==> config.mk <==
export PLATFORM = sky130hd
export DESIGN_NAME = alu_share_arbiter
export DESIGN_NICKNAME = d
export VERILOG_FILES = /design/src/rtl/alu_share_arbiter.sv
export SDC_FILE = /design/constraint.sdc
export NUM_CORES = 1
export LEC_CHECK = 0
export ABC_AREA = 1
export BUFFER_PORTS_ARGS = -buffer_cell sky130_fd_sc_hd__buf_2
export CORE_MARGIN = 5
export CORE_UTILIZATION = 46
export CTS_BUF_LIST = sky130_fd_sc_hd__clkbuf_16
export DETAILED_ROUTE_END_ITERATION = 8
export MAX_ROUTING_LAYER = met4
export PLACE_DENSITY = 0.84
export SYNTH_ARGS = -nofsm -noshare
export SYNTH_HDL_FRONTEND = slang
export SYNTH_SLANG_ARGS = --single-unit
==> constraint.sdc <==
create_clock -name clk -period 1.7 [get_ports clk]
set_input_delay 0.17 -clock clk [delete_from_list [all_inputs] [get_ports clk]]
set_output_delay 0.17 -clock clk [all_outputs]
set_load 0.05 [all_outputs]
==> src/rtl/alu_share_arbiter.sv <==
// alu_share_arbiter: two-requester round-robin front end for one shared
// single-cycle ALU. One transaction in flight: IDLE -> EXEC -> RESP.
// Optional grant statistics are enabled with `define ALU_ARB_STATS_EN.
module alu_share_arbiter #(
  parameter int DATA_WIDTH = 32,
  parameter int OP_WIDTH   = 4
) (
  input  logic                  clk,
  input  logic                  reset_n,
  input  logic                  req0_valid,
  output logic                  req0_ready,
  input  logic [OP_WIDTH-1:0]   req0_op,
  input  logic [DATA_WIDTH-1:0] req0_in_1,
  input  logic [DATA_WIDTH-1:0] req0_in_2,
  input  logic                  req1_valid,
  output logic                  req1_ready,
  input  logic [OP_WIDTH-1:0]   req1_op,
  input  logic [DATA_WIDTH-1:0] req1_in_1,
  input  logic [DATA_WIDTH-1:0] req1_in_2,
  output logic                  rsp0_valid,
  input  logic                  rsp0_ready,
  output logic                  rsp1_valid,
  input  logic                  rsp1_ready,
  output logic [DATA_WIDTH-1:0] rsp_result,
  output logic                  rsp_bcond,
  output logic [OP_WIDTH-1:0]   alu_op,
  output logic [DATA_WIDTH-1:0] alu_in_1,
  output logic [DATA_WIDTH-1:0] alu_in_2,
  input  logic [DATA_WIDTH-1:0] alu_result,
  input  logic                  alu_bcond,
  output logic                  busy
`ifdef ALU_ARB_STATS_EN
  ,
  input  logic                  stats_clr,
  output logic [15:0]           grant_cnt0,
  output logic [15:0]           grant_cnt1
`endif
);

  localparam logic [1:0] IDLE = 2'd0;
  localparam logic [1:0] EXEC = 2'd1;
  localparam logic [1:0] RESP = 2'd2;

  logic [1:0] state;
  logic       grant;
  logic       last_grant;
  logic       sel1;
  logic       idle;
  logic       rsp_take;

  // Winner select: a lone requester wins; on a tie the one not served last.
  always_comb begin
    idle       = (state == IDLE);
    sel1       = req1_valid & (~req0_valid | ~last_grant);
    req0_ready = idle & req0_valid & ~sel1;
    req1_ready = idle & sel1;
    rsp0_valid = (state == RESP) & ~grant;
    rsp1_valid = (state == RESP) & grant;
    rsp_take   = grant ? rsp1_ready : rsp0_ready;
    busy       = ~idle;
  end

  // Transaction FSM: latch operands, capture ALU result, hold until consumed.
  always_ff @(posedge clk or negedge reset_n) begin
    if (!reset_n) begin
      state      <= IDLE;
      grant      <= 1'b0;
      last_grant <= 1'b1;
      alu_op     <= '0;
      alu_in_1   <= '0;
      alu_in_2   <= '0;
      rsp_result <= '0;
      rsp_bcond  <= 1'b0;
    end else begin
      case (state)
        IDLE: begin
          if (req0_ready) begin
            alu_op   <= req0_op;
            alu_in_1 <= req0_in_1;
            alu_in_2 <= req0_in_2;
            grant    <= 1'b0;
            state    <= EXEC;
          end else if (req1_ready) begin
            alu_op   <= req1_op;
            alu_in_1 <= req1_in_1;
            alu_in_2 <= req1_in_2;
            grant    <= 1'b1;
            state    <= EXEC;
          end
        end
        EXEC: begin
          rsp_result <= alu_result;
          rsp_bcond  <= alu_bcond;
          state      <= RESP;
        end
        RESP: begin
          if (rsp_take) begin
            last_grant <= grant;
            state      <= IDLE;
          end
        end
        default: state <= IDLE;
      endcase
    end
  end

`ifdef ALU_ARB_STATS_EN
  logic [1:0][15:0] cnt;
  logic [1:0]       acc;

  always_comb acc = {req1_ready, req0_ready};

  // Saturating per-requester accept counters; clear beats a coincident accept.
  always_ff @(posedge clk or negedge reset_n) begin
    if (!reset_n) begin
      cnt <= '0;
    end else begin
      for (int i = 0; i < 2; i++) begin
        if (stats_clr)                      cnt[i] <= '0;
        else if (acc[i] && cnt[i] != 16'hFFFF) cnt[i] <= cnt[i] + 16'd1;
      end
    end
  end

  assign grant_cnt0 = cnt[0];
  assign grant_cnt1 = cnt[1];
`endif

endmodule

# After elaboration in Yosys (flattened, before gate mapping)
# Index checks and enable logic that the tools add are counted.
word_totals:
  reg_bits: 105
  latchBits: 0
  ram_bits: 0
  rom_bits: 0
  n_memories: 0
classes:
  add_sub_neg: 0
  multipliers: 0
  n_div: 0
  n_lt_le_gt_ge: 0
  n_eq_ne: 4
  shift: 0
  n_mux: 13
  n_bitwise: 12
  reduce_logical: 5
op_table:
  columns: ["op", "count"]
  rows:
  - ["two-way mux 32 bit", 4]
  - ["two-way mux 4 bit", 2]
  - ["bitwise AND 1 bit", 6]
  - ["two-way mux 2 bit", 3]
  - ["one-hot mux 2 bit (3 select lines)", 1]
  - ["AND reduction 2 bit", 3]
  - ["inverter 1 bit", 5]
  - ["two-way mux 1 bit", 3]
  - ["!= test 3 bit, second input constant", 1]
  - ["equality test 2 x 1 -> 1 bit, second input constant", 1]
  - ["equality test 2 bit, second input constant", 1]
  - ["logical NOT 2 bit", 1]
  - ["!= test 2 bit, second input constant", 1]
  - ["nonzero test 2 bit", 1]
  - ["bitwise OR 1 bit", 1]

# Depth between registers and ports, before layout
# Gate-level depths: netlist (run 1).
depth:
  word_depth: 7
  depth_mapped: 9
  ltp_nobuf: 6

# Least setup slack after synthesis (run 1)
# OpenSTA, ideal clock, no wires.
synth_path:
  path_type: "reg-to-output"
  start: "register last_grant"
  end: "output req0_ready"
  arrival_time_ns: 1.450
  path_slack_ns: 0.080
  stages_incl_launch_ff: 7
  n_path_buf: 2
  cell_sequence: "dfstp_2 -> nand2_1 -> nand2_2 -> nand3_2 -> buf_2 -> buf_2 -> inv_1"
synth_between:
  elab_chain_len: 5
synth_rtl:
  columns: ["item", "line_no", "source"]
  rows:
  - ["start, declared", "46", "logic last_grant;"]
  - ["start signal, assigned", "98", "last_grant <= grant;"]
  - ["inverter 1 bit", "54", "sel1 = req1_valid & (~req0_valid | ~last_grant);"]
  - ["bitwise OR 1 bit", "54", null]
  - ["bitwise AND 1 bit", "54", null]
  - ["inverter 1 bit", "55", "req0_ready = idle & req0_valid & ~sel1;"]
  - ["bitwise AND 1 bit", "55", null]
  - ["end, declared", "11", "output logic req0_ready,"]
# No other way between the ends.

# Worst setup path in the final report (run 1)
layout_path:
  start: "register state[0]"
  end: "output req1_ready"
layout_between:
  elab_chain_len: 2
layout_rtl:
  columns: ["item", "line_no", "source"]
  rows:
  - ["start, declared", "44", "logic [1:0] state;"]
  - ["start signal, assigned", "66", "state <= IDLE;"]
  - ["start signal, assigned", "82", "state <= EXEC;"]
  - ["start signal, assigned", "88", "state <= EXEC;"]
  - ["logical NOT 2 bit", "53", "idle = (state == IDLE);"]
  - ["bitwise AND 1 bit", "56", "req1_ready = idle & sel1;"]
  - ["end, declared", "16", "output logic req1_ready,"]
# No other way between the ends.

==> results.py, run 1 <==
metrics = {
    "critical_path": {
        "rr_endpoint": "alu_in_2[16]",
        "crit_end": "req1_ready",
        "reg2reg_slack_ns": 0.18,
        "worstRegToRegCells": 6,
        "cp-startpoint": "state[0]",
        "r2r-start": "last_grant",
        "crit_arrival_ns": 1.45,
        "worstPathRequired_ns": 1.53,
        "end_kind": "output port",
        "crit_fanout": 5,
        "critical_path_class": "reg -> out",
        "startpoint_type": "register",
    },
    "global_route": {
        "grt_pass1_vias": 5536,
        "antenna_found_initial": 1,
        "grt_pass1_wl_um": 27880,
        "grt_max_degree": 69,
        "grt_usage_pct": 24.87,
        "gr-total-overflow": 0,
    },
    "detailed_routing": {
        "wl_per_cell_um": 15.82,
        "routed_wl_um": 17450,
        "firstDrtPassIters": 5,
        "ant_nets": 0,
        "dr.first_iter.drc_count": 763,
        "drc_errors": 0,
        "num_vias": 5814,
        "vias_per_cell": 5.271,
    },
    "sta": {
        "setup_tns_ns": 0,
        "finalClockSkew_ns": 0.01200,
        "hold_viol": 0,
        "fmax_ghz": 0.6181,
        "period_needed_ns": 1.618,
        "period_share_pct": 95.17,
        "maxSlewHeadroom_pct": 63.44,
        "worstMarginPinSlew_ns": 0.5484,
        "drv_slew": 0,
        "worst_slack_ns": 0.08210,
        "setup_violations": 0,
    },
    "synthesis": {
        "synth_fp_nets": 868,
        "synth.top_cell.area_share_pct": 47.45,
        "synth_area_leaders": "dfrtp_1, nand3_1, nand2_1",
        "ys_seq_area_share_pct": 47.92,
        "ys_seq_elements": 105,
        "synth-edff-count": 0,
        "synthFlopType": "dfrtp_1",
        "yosysMostFrequentCell": "nand2_1",
        "ys.warnings.count": 0,
        "synth.distinct_cells": 16,
        "yosys.area.top_type": "dfrtp_1",
        "syn_area_um2": 5485,
        "synth_cells": 693,
        "syn_avg_cell_area_um2": 7.915,
        "yosys-top-cells-count": "nand2_1, inv_1, nand3_1, dfrtp_1, nand4_1",
        "async_flop_share_pct": 100.0,
    },
    "cells_and_area": {
        "final_util_pct": 64.12,
        "final_nets": 1129,
        "syn_to_final_growth_pct": 35.20,
        "drive_gt1_share_pct": 37.33,
        "fin_area_um2": 7416,
        "fillerInstances": 965,
    },
    "place": {
        "place_ws_ns": 0.2191,
        "placed_cell_area_um2": 7069,
        "place.gp.congestion": 0.8156,
        "port_buffers": 280,
        "dp.final_hpwl_um": 12550,
    },
    "outcome": {
        "status": "finished, final reports clean",
    },
    "floorplan": {
        "die_height_um": 119.2,
        "coreArea_um2": 11560,
        "dieArea_um2": 14210,
        "die_w_um": 119.2,
        "initial_utilization_pct": 47.43,
        "pin_count": 281,
        "rows": 39,
    },
    "hold_path": {
        "hp-class": "in -> reg",
        "min_from": "alu_result[18]",
    },
    "clock_network": {
        "clk_path_buf_depth": 2,
        "path_clk_slew_ns": 0.08,
        "insertion_delay_ns": 0.35,
        "cts_buffers": 9,
        "cts_tree": "built",
        "htree_levels": 3,
        "clkSinkCount": 105,
        "cts_root_buffer": "clkbuf_16",
    },
    "flow_run": {
        "drv_cap": 0,
    },
    "power_and_ir_drop": {
        "peakVddDrop_mv": 1.937,
        "powerDensity_nw_per_um2": 2258,
        "power_leakage_nw": 4.487,
    },
}
-- timing repair --
item | CTS | global route
pin swaps | 1 | 1
hold buffers | 1 | 0
endpoints found under the setup margin | 3 | 3
hold endpoints to repair | 34 | 0
buffers inserted | 0 | 3
gates resized for setup | 3 | 2
-- where the power goes --
group          internal [mW]  switching [mW]  leakage (nW)
Combinational           2.66            7.56          3.08
Clock                   1.04            1.01         0.145
Sequential              3.79           0.696          1.26
Total                   7.48            9.26          4.49
-- cell type report --
cell class	instances	area [µm²]	area share [%]
Sequential cell	105	2629	35.45
Multi-Input combinational cell	392	2098	28.29
Timing Repair Buffer	303	1679	22.64
Inverter	143	536.8	7.238
Clock buffer	9	225.2	3.037
Tap cell	143	178.9	2.413
Clock inverter	7	66.31	0.8942
Antenna cell	1	2.502	0.03374
-- stage by stage --
stage | hold slack, ns | cells | power [mW]
after floorplan | -0.1256 | 693 | 11.93
after global placement | 0.1752 | 1082 | 14.46
after detailed placement | 0.1877 | 1082 | 14.64
after CTS | 0.03209 | 1099 | 16.74
after global routing | 0.03050 | 1103 | 17.66
final | 0.04935 | 1103 | 16.74
-- worst min path at each step --
stage	endpoint	cells after the start
4_1_cts	rsp_result[21]	2
6_report	rsp_result[18]	2
3_3_place_gp	alu_in_1[0]	1
2_1_floorplan	alu_in_1[0]	0
3_5_place_dp	alu_in_1[0]	1
5_1_grt	rsp_result[14]	2
-- state kept, by name (all words and copies together) (netlist names) --
register	cells
last_grant	1
state	2
grant	1
rsp_bcond	1
rsp_result	32
alu_in_1	32
alu_op	4
alu_in_2	32
-- critical path, cell delays in order (launching register included) --
cell and delay, ns:
dfrtp_1 0.42, nor2_4 0.18, nand3_2 0.16, inv_1 0.14, buf_4 0.21
-- cell usage in the layout (no fill, tap or decap), types with 3 or more instances in the layout --
cell type	instances
nand2_1	144
inv_6	4
mux2_2	33
o21ai_0	3
inv_1	143
buf_12	7
nand4_1	68
buf_2	277
dfrtp_1	104
nand2_2	3
clkbuf_16	9
buf_4	16
nand3_1	136
-- logic make-up after synthesis --
group	count (synthesis)	synth area share, %
AO/OA/AOI/OAI	3	0.2736
buffers and inverters	196	14.01
multiplexers	33	6.775
AND/OR/NAND/NOR	356	31.02
flip-flops	105	47.92
-- routing by layer --
metal,track usage [%],up-vias,share of wire (%)
met5,-,-,0
met2,39.74,360,48
li1,-,2745,-
met3,5.118,54,8.9
met1,30.96,2655,40
met4,10.14,0,3.0
No activity file was read; power rests on OpenSTA's default activity.
==> run 2, diff against run 1 <==
--- a/config.mk
+++ b/config.mk
@@ -8,11 +8,11 @@
 export ABC_AREA = 1
 export BUFFER_PORTS_ARGS = -buffer_cell sky130_fd_sc_hd__buf_2
 export CORE_MARGIN = 5
-export CORE_UTILIZATION = 46
+export CORE_UTILIZATION = 40
 export CTS_BUF_LIST = sky130_fd_sc_hd__clkbuf_16
 export DETAILED_ROUTE_END_ITERATION = 8
 export MAX_ROUTING_LAYER = met4
-export PLACE_DENSITY = 0.84
+export PLACE_DENSITY = 0.75
 export SYNTH_ARGS = -nofsm -noshare
 export SYNTH_HDL_FRONTEND = slang
 export SYNTH_SLANG_ARGS = --single-unit
==> run 2 against run 1 <==
Clock-buffer cell count is the same. Worst hold slack gained 0.0036 ns. First-iteration DRC count shrank 45%. Die area grew 14%. Sequential cell count is the same. Core utilization shrank 7.8 points. Critical path type unchanged. Highest routed layer unchanged.
==> results.py, run 2 (synthesis gave the netlist of run 1 again) <==
metrics = {
    "critical_path": {
        "rr_endpoint": "alu_in_1[28]",
        "startpoint_type": "register",
        "cp_slowest_stage_delay_ns": 0.41,
        "worstPathRequired_ns": 1.53,
        "crit_fanout": 16,
        "end_kind": "output port",
        "worstRegToRegCells": 7,
        "critical_path_class": "reg -> out",
        "crit_arrival_ns": 1.46,
        "r2r-start": "state[1]",
        "crit_path_top_delay_cell": "dfrtp_1",
        "reg2reg_slack_ns": 0.12,
        "crit_chain": "nor2_4, buf_8, inv_1, buf_2",
    },
    "power_and_ir_drop": {
        "seq_power_share_pct": 26.5,
        "power_switching_share_pct": 54.48,
        "p_switching_mw": 9.157,
        "power.internal_mw": 7.652,
        "powerDensity_nw_per_um2": 2235,
        "peakVddDrop_mv": 1.328,
        "power_frac_comb_pct": 61.1,
        "power_leakage_nw": 4.511,
        "clkPwrFrac_pct": 12.4,
    },
    "sta": {
        "worstMarginPinSlew_ns": 0.4710,
        "maxSlewHeadroom_pct": 68.60,
        "period_share_pct": 95.63,
        "worst_slack_ns": 0.07430,
        "hold_viol": 0,
        "finalClockSkew_ns": 0.01069,
        "fmax_ghz": 0.6151,
        "setup_violations": 0,
        "drv_slew": 0,
        "period_needed_ns": 1.626,
    },
    "cells_and_area": {
        "syn_to_final_growth_pct": 37.11,
        "final_common_cell": "buf_2",
        "final_nets": 1132,
        "final_cell_mix": "buf_2, inv_1, nand2_1, nand3_1, dfrtp_1",
        "top_regs": "alu_in_1 (32), alu_in_2 (32), rsp_result (32)",
        "multi_input_area_um2": 2108,
        "drive_gt1_share_pct": 37.42,
        "seq_area_um2": 2629,
        "final_util_pct": 56.35,
        "fillerInstances": 1263,
    },
    "detailed_routing": {
        "vias_per_cell": 5.067,
        "ant_nets": 0,
        "routed_wl_um": 17720,
        "wl_per_cell_um": 15.56,
        "firstDrtPassIters": 5,
        "dr.first_iter.drc_count": 421,
        "num_vias": 5771,
        "drc_errors": 0,
    },
    "global_route": {
        "met2_usage_pct": 36.27,
        "top_usage_layer": "met2",
        "grt_usage_pct": 22.09,
        "gr-total-overflow": 0,
        "gr-usage-met3_pct": 4.633,
        "antenna_found_initial": 1,
        "gr-usage-met1_pct": 27.89,
        "grt_max_degree": 70,
        "grt_pass1_wl_um": 28270,
        "grt_pass1_vias": 5668,
    },
    "place": {
        "place.gp.congestion": 0.8924,
        "dp.final_hpwl_um": 12880,
        "port_buffers": 280,
        "place_ws_ns": 0.1473,
    },
    "floorplan": {
        "die_w_um": 127.1,
        "initial_utilization_pct": 41.09,
        "pin_count": 281,
        "dieArea_um2": 16160,
        "coreArea_um2": 13350,
        "rows": 42,
        "die_height_um": 127.1,
    },
    "hold_path": {
        "whs_path_depth": 2,
        "hold_path_end": "rsp_result[14]",
        "min_from": "alu_result[14]",
        "hp-class": "in -> reg",
    },
    "flow_run": {
        "drv_cap": 0,
    },
    "clock_network": {
        "htree_levels": 3,
        "cts_root_buffer": "clkbuf_16",
        "path_clk_slew_ns": 0.07,
        "cts_buffers": 9,
        "cts_tree": "built",
        "clkSinkCount": 105,
        "insertion_delay_ns": 0.34,
        "clk_path_buf_depth": 2,
    },
    "outcome": {
        "status": "finished, final reports clean",
    },
}
==> run 2: cell count changes in the layout (fill, tap and decap cells not counted), moves of 2 or more <==
cell / previous run / this run
clkinv_1: 0 / 2
inv_6: 4 / 1
buf_12: 7 / 9
inv_8: 2 / 0
==> run 2: worst max-delay path, delay by kind of cell, from the launching register on <==
family                 cells  cell delay, ns
buffers and inverters      3            0.45
DFF                        1            0.41
and+or+nand+nor            1            0.26
==> run 2: how the worst max path moves through the flow <==
stage | start | to | slack [ns] | depth (start not counted)
after floorplan | last_grant | req0_ready | 0.08 | 6
after global placement | last_grant | alu_in_2[25] | 0.20 | 7
after detailed placement | last_grant | alu_in_2[28] | 0.15 | 7
after CTS | last_grant | req0_ready | -0.02 | 5
after global routing | state[1] | req1_ready | -0.03 | 4
final | state[1] | busy | 0.07 | 4
==> run 2: metal layers <==
metal,routed length [µm],part of all wire (%)
met5,0,0
met4,276,1.6
met3,1584,8.9
met2,8660,49
met1,7201,41
==> run 2: cell type report <==
class / count / area share (%)
Tap cell: 176 / 2.928
Sequential cell: 105 / 34.95
Antenna cell: 1 / 0.03327
Multi-Input combinational cell: 392 / 28.03
Clock inverter: 7 / 0.9150
Inverter: 143 / 7.137
Clock buffer: 9 / 2.995
Timing Repair Buffer: 306 / 23.01
==> run 2: repair_timing <==
action / CTS / global route
hold endpoints to repair: 17 / 0
endpoints found under the setup margin: 2 / 5
hold buffers: 1 / 0
pin swaps: 0 / 3
buffers inserted: 0 / 5
resized for setup: 2 / 6
==> run 2: per-stage QoR <==
step,hold slack (ns),std cells,TNS [ns],total power [mW],area [µm²]
after floorplan,-0.1256,693,0,11.93,5485
after global placement,0.07916,1116,0,14.53,7143
after detailed placement,0.08017,1116,0,14.70,7143
after CTS,0.03778,1133,-0.01501,16.82,7452
after global routing,0.03297,1139,-0.1080,17.80,7521
final,0.05298,1139,0,16.81,7521
==> run 2: power by group through the flow <==
stage | sequential [mW] | combinational, mW | clock [mW]
floorplan | 8.70 | 3.23 | 0
global placement | 4.45 | 10.1 | 0
detailed placement | 4.49 | 10.2 | 0
CTS | 4.45 | 10.2 | 2.13
global route | 4.61 | 10.9 | 2.26
finish | 4.45 | 10.3 | 2.08
